$ cat config.mk
export PLATFORM = sky130hd
export DESIGN_NAME = pmem_scheduler
export DESIGN_NICKNAME = d
export VERILOG_FILES = /design/src/rtl/adaptor_types.sv /design/src/rtl/pmem_scheduler_pkg.sv /design/src/rtl/pmem_sched_prio.sv /design/src/rtl/pmem_scheduler.sv
export SDC_FILE = /design/constraint.sdc
export NUM_CORES = 1
export LEC_CHECK = 0
export ABC_AREA = 1
export BUFFER_PORTS_ARGS = -buffer_cell sky130_fd_sc_hd__buf_2
export CAP_MARGIN = 20
export CORE_AREA = 3 3 542 544
export CTS_CLUSTER_SIZE = 14
export DETAILED_ROUTE_END_ITERATION = 8
export DIE_AREA = 0 0 545 547
export GPL_TIMING_DRIVEN = 1
export PLACE_DENSITY = 0.3
export SLEW_MARGIN = 0
export SYNTH_ARGS = -nofsm -noshare
export SYNTH_HDL_FRONTEND = slang
export SYNTH_SLANG_ARGS = --single-unit
$ cat constraint.sdc
create_clock -name clk -period 2.1 [get_ports clk]
set_input_delay 0.315 -clock clk [delete_from_list [all_inputs] [get_ports clk]]
set_output_delay 0.315 -clock clk [all_outputs]
set_load 0.01 [all_outputs]
$ cat src/rtl/adaptor_types.sv
// Shared cacheline adaptor types.
// LINE_W : width of one cacheline in bits.
// line_t : one cacheline as moved between the caches and the adaptor.
package adaptor_types;
  localparam int LINE_W = 256;
  typedef logic [LINE_W-1:0] line_t;
endpackage

$ cat src/rtl/pmem_scheduler_pkg.sv
// Types local to the pmem scheduler.
// sched_state_t : scheduler FSM states.
// STREAK_W      : width of the data-grant streak counter.
package pmem_scheduler_pkg;
  localparam int STREAK_W = 4;

  typedef enum logic [1:0] {
    IDLE    = 2'd0,
    GNT_I   = 2'd1,
    GNT_D   = 2'd2,
    RECOVER = 2'd3
  } sched_state_t;
endpackage

$ cat src/rtl/pmem_sched_prio.sv
// IDLE grant decision between icache and dcache, plus the data-grant streak.
// The dcache wins a contested cycle until MAX_D_STREAK consecutive data
// grants have been given while the icache waits; then the icache gets one.
// Ports:
//   clk, rst : clock, synchronous active-high reset
//   arb_en   : scheduler is in IDLE; the decision is only taken then
//   ireq     : icache requesting
//   dreq     : dcache requesting (read or write-back)
//   grant_i  : take the icache this cycle
//   grant_d  : take the dcache this cycle
module pmem_sched_prio
  import pmem_scheduler_pkg::*;
#(
  parameter int MAX_D_STREAK = 4
) (
  input  logic clk,
  input  logic rst,
  input  logic arb_en,
  input  logic ireq,
  input  logic dreq,
  output logic grant_i,
  output logic grant_d
);

  localparam logic [STREAK_W-1:0] STREAK_MAX = STREAK_W'(MAX_D_STREAK);

  logic [STREAK_W-1:0] streak;
  logic [STREAK_W-1:0] streak_nxt;

  always_comb begin
    grant_i    = 1'b0;
    grant_d    = 1'b0;
    streak_nxt = streak;
    if (arb_en) begin
      if (dreq && !ireq) begin
        grant_d    = 1'b1;
        streak_nxt = '0;
      end else if (ireq && !dreq) begin
        grant_i    = 1'b1;
        streak_nxt = '0;
      end else if (ireq && dreq) begin
        // Streak only counts data grants that made the icache wait.
        if (streak < STREAK_MAX) begin
          grant_d    = 1'b1;
          streak_nxt = streak + 1'b1;
        end else begin
          grant_i    = 1'b1;
          streak_nxt = '0;
        end
      end
    end
  end

  always_ff @(posedge clk) begin
    if (rst) streak <= '0;
    else     streak <= streak_nxt;
  end

endmodule

$ cat src/rtl/pmem_scheduler.sv
// Shares one cacheline adaptor between icache and dcache, one transaction
// at a time, with a recovery cycle after each response so a cache that is
// still dropping its request is never granted again.
// Ports:
//   clk, rst             : clock, synchronous active-high reset
//   instr_cache_*        : icache pmem-side port (write is ignored)
//   data_cache_*         : dcache pmem-side port
//   cache_address/read/write/to_pmem : command to the adaptor
//   pmem_to_cache, cache_resp        : adaptor read data and done pulse
//   busy                 : scheduler is not in IDLE
//
// state   | meaning
// IDLE    | no command driven; arbitrate requests every cycle
// GNT_I   | icache read driven to the adaptor until cache_resp
// GNT_D   | dcache read or write-back driven until cache_resp
// RECOVER | one quiet cycle while the served cache drops its request
module pmem_scheduler
  import pmem_scheduler_pkg::*;
#(
  parameter int LINE_W       = adaptor_types::LINE_W,
  parameter int ADDR_W       = 32,
  parameter int MAX_D_STREAK = 4
) (
  input  logic              clk,
  input  logic              rst,
  input  logic [ADDR_W-1:0] instr_cache_address,
  input  logic              instr_cache_read,
  input  logic              instr_cache_write,
  output logic [LINE_W-1:0] instr_pmem_to_cache,
  output logic              instr_cache_resp,
  input  logic [ADDR_W-1:0] data_cache_address,
  input  logic              data_cache_read,
  input  logic              data_cache_write,
  input  logic [LINE_W-1:0] data_cache_to_pmem,
  output logic [LINE_W-1:0] data_pmem_to_cache,
  output logic              data_cache_resp,
  output logic [ADDR_W-1:0] cache_address,
  output logic              cache_read,
  output logic              cache_write,
  output logic [LINE_W-1:0] cache_to_pmem,
  input  logic [LINE_W-1:0] pmem_to_cache,
  input  logic              cache_resp,
  output logic              busy
);

  sched_state_t state, state_nxt;
  logic grant_i, grant_d;

  // The icache never writes back; its write strobe is deliberately unused.
  logic unused_instr_write;
  assign unused_instr_write = instr_cache_write;

  pmem_sched_prio #(
    .MAX_D_STREAK(MAX_D_STREAK)
  ) u_prio (
    .clk    (clk),
    .rst    (rst),
    .arb_en (state == IDLE),
    .ireq   (instr_cache_read),
    .dreq   (data_cache_read | data_cache_write),
    .grant_i(grant_i),
    .grant_d(grant_d)
  );

  always_ff @(posedge clk) begin
    if (rst) state <= IDLE;
    else     state <= state_nxt;
  end

  always_comb begin
    state_nxt        = state;
    cache_address    = '0;
    cache_read       = 1'b0;
    cache_write      = 1'b0;
    cache_to_pmem    = '0;
    instr_cache_resp = 1'b0;
    data_cache_resp  = 1'b0;
    unique case (state)
      IDLE: begin
        if (grant_d)      state_nxt = GNT_D;
        else if (grant_i) state_nxt = GNT_I;
      end
      GNT_I: begin
        cache_address    = instr_cache_address;
        cache_read       = 1'b1;
        instr_cache_resp = cache_resp;
        if (cache_resp) state_nxt = RECOVER;
      end
      GNT_D: begin
        cache_address   = data_cache_address;
        cache_to_pmem   = data_cache_to_pmem;
        // Write-back wins if a cache ever raises read and write together.
        cache_write     = data_cache_write;
        cache_read      = !data_cache_write;
        data_cache_resp = cache_resp;
        if (cache_resp) state_nxt = RECOVER;
      end
      RECOVER: state_nxt = IDLE;
      default: state_nxt = IDLE;
    endcase
  end

  // Read data is broadcast; each cache qualifies it with its own resp.
  assign instr_pmem_to_cache = pmem_to_cache;
  assign data_pmem_to_cache  = pmem_to_cache;
  assign busy                = (state != IDLE);

endmodule

==> flow_metrics.tcl, run 1 <==
set metrics [dict create \
    status "complete, no violations" \
    critPathMaxFanout 26 \
    gr-total-overflow 0 \
    tns_ps 0 \
    ff2ff_setup_slack_ps 480 \
    synth_cells 1220 \
    grt_setup_unrepaired "yes" \
    critPathLaunchType "flip-flop" \
    fp.dieH_um 547 \
    track_usage 0.0837 \
    clk_path_buf_depth 2 \
    max_freq_ghz 0.501 \
    use_met2 0.141 \
    final_area_um2 11300 \
    critPathMaxStageDelay_ps 330 \
    die_w_um 545 \
    synth_top_area_frac 0.574 \
    path_cells "inv_1 -> ha_2 -> buf_12 -> nand2_1 -> a21oi_1 -> buf_2" \
    ys_warn_count 0 \
    crit_end "cache_address[21]" \
    place_hpwl_um 127000 \
    finalCriticalPeriod_ps 2000 \
    crit_type "flip-flop to primary output" \
    gp_congestion 0.755 \
    placed_area_um2 10900 \
    synth_fa_ha_area_frac 0.00742 \
    drt_iter0_drc 304 \
    setup_slack_ps 103 \
    area.growth.synth_to_final_pct 68.2 \
    pre_cts_ws_ps 212 \
    muxShareOfSynthArea 0 \
    ys_top_cells_by_area "buf_4 (57%), nand2_1 (19%), inv_1 (15%)" \
    syn_area_um2 6750 \
    num_rows 198 \
    yosysMostFrequentCell "buf_4" \
    slew_headroom 0.758 \
    ant_nets 0 \
    r2r-end "state[1]" \
    clockRootBuffer "clkbuf_16" \
    crit_path_end_kind "primary output" \
    wire_per_inst_um 25.7 \
    grt_pass1_vias 7004 \
    vias_per_cell 1.42 \
    drv_slew 0 \
    final_nets 1909 \
    hold_path_class "input port to flip-flop" \
    syn_nets 1807 \
    p_per_area_nw_per_um2 592 \
    synth_xor_area_frac 0 \
    yosys_register_bits 6 \
    ys_seq_area_frac 0.0178 \
    cts_tree "done" \
    vias 7481 \
    grt_max_degree 69 \
    cts_buffers 3 \
    use_met1 0.0403 \
    r2r_start "state[1]" \
    synth_compound_area_frac 0.0275 \
    async_reset_ff_frac 0 \
    ctsHoldBuffers 0 \
    clk_latency_ps 230 \
    cp-startpoint "state[1]" \
    cts-htree-levels 1 \
    drt_wl_total_um 135000 \
    maxCapViolCount 0 \
    dr.pass1.iters 4 \
    skew_ps 2.05 \
    yosysTopAreaCell "buf_4" \
    slowest_stage "dfxtp_1" \
    busiest_layer "met2" \
    worst_slew_pin_slew_ps 363 \
    synth_top_family_by_area "buffers and inverters" \
    synthDistinctLibCells 13 \
    cp.required_ps 1780 \
    period_share 0.951 \
    io_pins 1388 \
    initial_core_util 0.0233 \
    critPathArrivalTime_ps 1680 \
    whs_path_depth 2 \
    p_total_mw 6.72 \
    finalSetupViolations 0 \
    use_met3 0.123 \
    io_buffers 618 \
    syn_avg_cell_area_um2 5.53 \
    die_area_um2 298000 \
    synth_common_cells "buf_4 (516), nand2_1 (340), inv_1 (266)" \
    yosys.area_share.simple 0.198 \
    ys.flop_type "dfxtp_1" \
    clk_pin_slew_ps 40 \
    hold_viol 0 \
    cts_sinks 6 \
    grt_pass1_wl_um 147000 \
    core-area_um2 290000 \
    antenna_found_initial 132 \
    ir_drop_mv 0.350 \
    min_from "rst" \
    drc 0 \
    synth-edff-count 0 \
    leakage_nw 6.07 \
    final_layout_size_suffix_gt1_frac 0.502 \
    reg2reg_depth 9 \
]
-- critical path, delay by kind of cell (launching register included) --
family | cells | cell delay, ps
AND/OR/NAND/NOR | 1 | 230
flip-flops | 1 | 330
buffers and inverters | 3 | 430
AO/OA/AOI/OAI | 1 | 210
adder cells (fa/ha/maj) | 1 | 210
-- cell type report --
type	instances	area (µm²)
inverters	268	1010
diodes	30	75.1
flip-flops and latches	6	120
repair buffers	648	3580
clock buffers	3	75.1
multi-input cells	395	1610
fillers	34785	279000
well taps	3900	4880
-- kinds of logic (layout without fill, tap and decap cells) --
group / Yosys count / after routing
buffers and inverters: 819 / 919
and+or+nand+nor: 354 / 354
AOI/OAI and AO/OA: 37 / 37
DFF: 6 / 6
adders and majority gates: 4 / 4
other: 0 / 30
-- worst min-delay path by stage --
stage	endpoint
detailed placement	u_prio.streak[3]
floorplan	u_prio.streak[1]
CTS	u_prio.streak[3]
global route	u_prio.streak[2]
global placement	u_prio.streak[3]
finish	u_prio.streak[3]
-- routing by layer --
layer	up-vias	wire length, µm
li1	3138	-
met1	2803	23700
met2	1043	62800
met3	411	41900
met4	86	6120
met5	-	737
-- per-stage QoR --
step             util  hold slack, ps  std cells
6_report       0.0391             306       5250
5_1_grt        0.0389             326       5231
4_1_cts        0.0380             309       5212
3_5_place_dp   0.0377             433       5209
3_3_place_gp   0.0377             431       5209
2_1_floorplan       -             384       1220
-- state kept, by name (all words and copies together), names as in the netlist --
signal and flops:
state 2, u_prio.streak 4
-- power by group --
group | internal (mW) | leakage [nW] | switching [mW] | total, mW
registers | 0.138 | 0.0491 | 0.0188 | 0.157
clock network | 0.245 | 0.0372 | 0.0743 | 0.320
logic | 2.24 | 5.98 | 4.01 | 6.24
-- what timing repair did --
action,CTS,global route
resized for setup,3,22
setup buffers,0,1
gates cloned,0,7
hold endpoints to repair,0,0
endpoints found under the setup margin,8,116
pin swaps,0,1
-- cell usage in the layout (no fill, tap or decap) --
master     count
nand3_1        4
nor2_2         1
buf_6          6
a21oi_1       33
clkbuf_4       4
nand2_2        2
ha_4           1
inv_2          3
buf_2        614
buf_8          1
dfxtp_1        6
buf_12         3
nand2_1      338
buf_4         10
buf_16         4
clkbuf_16      9
or2_1          1
ha_2           1
nor2_1         8
inv_1        265
diode_2       30
a21oi_2        4
ha_1           2
Note: power is estimated with default switching activity, not from simulation.
==> run 2, diff against run 1 <==
==> constraint.sdc (replaced) <==
create_clock -name clk -period 2.1 [get_ports clk]
set_input_delay 0.315 -clock clk [delete_from_list [all_inputs] [get_ports clk]]
set_output_delay 0.315 -clock clk [all_outputs]
set_load 0.02 [all_outputs]
==> run 2 against run 1 <==
Net effect: first-iteration DRC count fell by 0.66%; largest cell class unchanged; fmax fell by 0.69%; sequential share of layout area barely moved; combinational power rose by 21%.
==> flow_metrics.tcl, run 2 (synthesis gave the netlist of run 1 again) <==
set metrics [dict create \
    vias_per_cell 1.42 \
    max_freq_ghz 0.497 \
    drt_iter0_drc 302 \
    critPathArrivalTime_ps 1700 \
    critPathLaunchType "flip-flop" \
    slew_headroom 0.814 \
    io_buffers 618 \
    place_hpwl_um 127000 \
    utilization 0.0405 \
    clockRootBuffer "clkbuf_16" \
    final_nets 1917 \
    fin_cells 5264 \
    clk_latency_ps 230 \
    switching_share 0.631 \
    leakage_nw 6.17 \
    worst_slew_pin_slew_ps 279 \
    p_per_area_nw_per_um2 681 \
    gp_congestion 0.743 \
    hold_viol 0 \
    wire_per_inst_um 25.5 \
    gr-total-overflow 0 \
    finalCriticalPeriod_ps 2010 \
    final_common_cell "buf_2" \
    drv_slew 0 \
    sequentialPowerShare 0.020 \
    cts_sinks 6 \
    regMostFlops "u_prio.streak" \
    critPathMaxFanout 15 \
    final_area_um2 11700 \
    p_clk_frac 0.038 \
    hold_path_class "input port to flip-flop" \
    num_rows 198 \
    skew_ps 1.97 \
    maxCapViolCount 0 \
    switchingPower_mw 5.05 \
    holdWs_ps 316 \
    status "complete, no violations" \
    tns_ps 0 \
    fp.dieH_um 547 \
    drc 0 \
    ant_nets 0 \
    crit_type "flip-flop to primary output" \
    die_area_um2 298000 \
    period_share 0.958 \
    dpl.cell_count 5216 \
    grt_max_degree 40 \
    grt_pass1_vias 7009 \
    use_met2 0.142 \
    cts_buffers 3 \
    ir_drop_mv 0.377 \
    clk_pin_slew_ps 30 \
    use_met1 0.0410 \
    use_met3 0.122 \
    placed_area_um2 11400 \
    largest_reg_flops 4 \
    area.growth.synth_to_final_pct 74.2 \
    busiest_layer "met2" \
    num-fill-cells 34836 \
    vias 7482 \
    finalSetupViolations 0 \
    final_cell_mix "buf_2 (587), nand2_1 (340), inv_1 (265), a21oi_1 (37), buf_12 (33)" \
    internal-power_mw 2.95 \
    core-area_um2 290000 \
    cp.required_ps 1780 \
    track_usage 0.0843 \
    cts_tree "done" \
    die_w_um 545 \
    final_layout_size_suffix_gt1_frac 0.501 \
    top_regs "u_prio.streak: 4 flops, state: 2 flops" \
    cts-htree-levels 1 \
    crit_path_end_kind "primary output" \
    antenna_found_initial 138 \
    ctsHoldBuffers 0 \
    drt_wl_total_um 134000 \
    combPwrFrac 0.942 \
    grt_pass1_wl_um 148000 \
    clk_path_buf_depth 2 \
    dr.pass1.iters 5 \
    io_pins 1388 \
    initial_core_util 0.0233 \
]
[run 2: cell count changes in the layout (fill, tap and decap cells not counted), moves of 6 or more]
cell and delta:
buf_12 +30, buf_2 -27, buf_4 +17, diode_2 +6
[run 2: per-layer routing]
layer / part of all wire / vias up / routed length [µm]
li1: - / 3158 / -
met1: 0.17 / 2740 / 22900
met2: 0.46 / 1054 / 62400
met3: 0.31 / 430 / 42000
met4: 0.047 / 100 / 6280
met5: 0.0057 / - / 771
[run 2: path summary, 6_finish.rpt]
check | start | to | slack, ps | depth (start not counted)
worst max-delay path | state[0] | cache_read | 90 | 7
worst min-delay path | rst | u_prio.streak[3] | 320 | 2
worst max register to register | state[1] | state[0] | 490 | 9
worst min register to register | u_prio.streak[3] | u_prio.streak[3] | 430 | 2
[run 2: worst max-delay path, cell delays in order (launching register included)]
cell	delay [ps]
dfxtp_1	330
inv_2	100
ha_4	210
buf_16	180
buf_4	180
a21oi_1	60
nor2_1	170
buf_12	140
[run 2: repair_timing]
| action | CTS | global route |
|---|---|---|
| setup endpoints to repair | 40 | 106 |
| resized for setup | 9 | 4 |
| buffers inserted | 3 | 3 |
| gates cloned | 1 | 2 |
| pin swaps | 2 | 2 |
[run 2: area by class of cell]
class	count	area (µm²)	share of cell area
antenna	36	90.1	0.00767
tap	3900	4880	0.415
inverter	268	1010	0.0856
clock buffer	3	75.1	0.00639
multi-input combinational	395	1600	0.136
timing repair buffer	656	3980	0.339
sequential	6	120	0.0102
[run 2: power groups by stage]
stage | sequential, mW | clock (mW) | combinational (mW)
global route | 0.161 | 0.317 | 8.28
floorplan | 0.149 | 0 | 5.00
CTS | 0.157 | 0.310 | 7.75
detailed placement | 0.155 | 0 | 7.50
global placement | 0.156 | 0 | 7.56
finish | 0.158 | 0.304 | 7.54
[run 2: per-stage QoR]
step | power, mW | setup slack [ps]
after floorplan | 5.15 | 509
after global placement | 7.72 | 57.6
after detailed placement | 7.65 | 75.2
after CTS | 8.22 | -8.91
after global routing | 8.76 | -1.78
final | 8.00 | 89.2
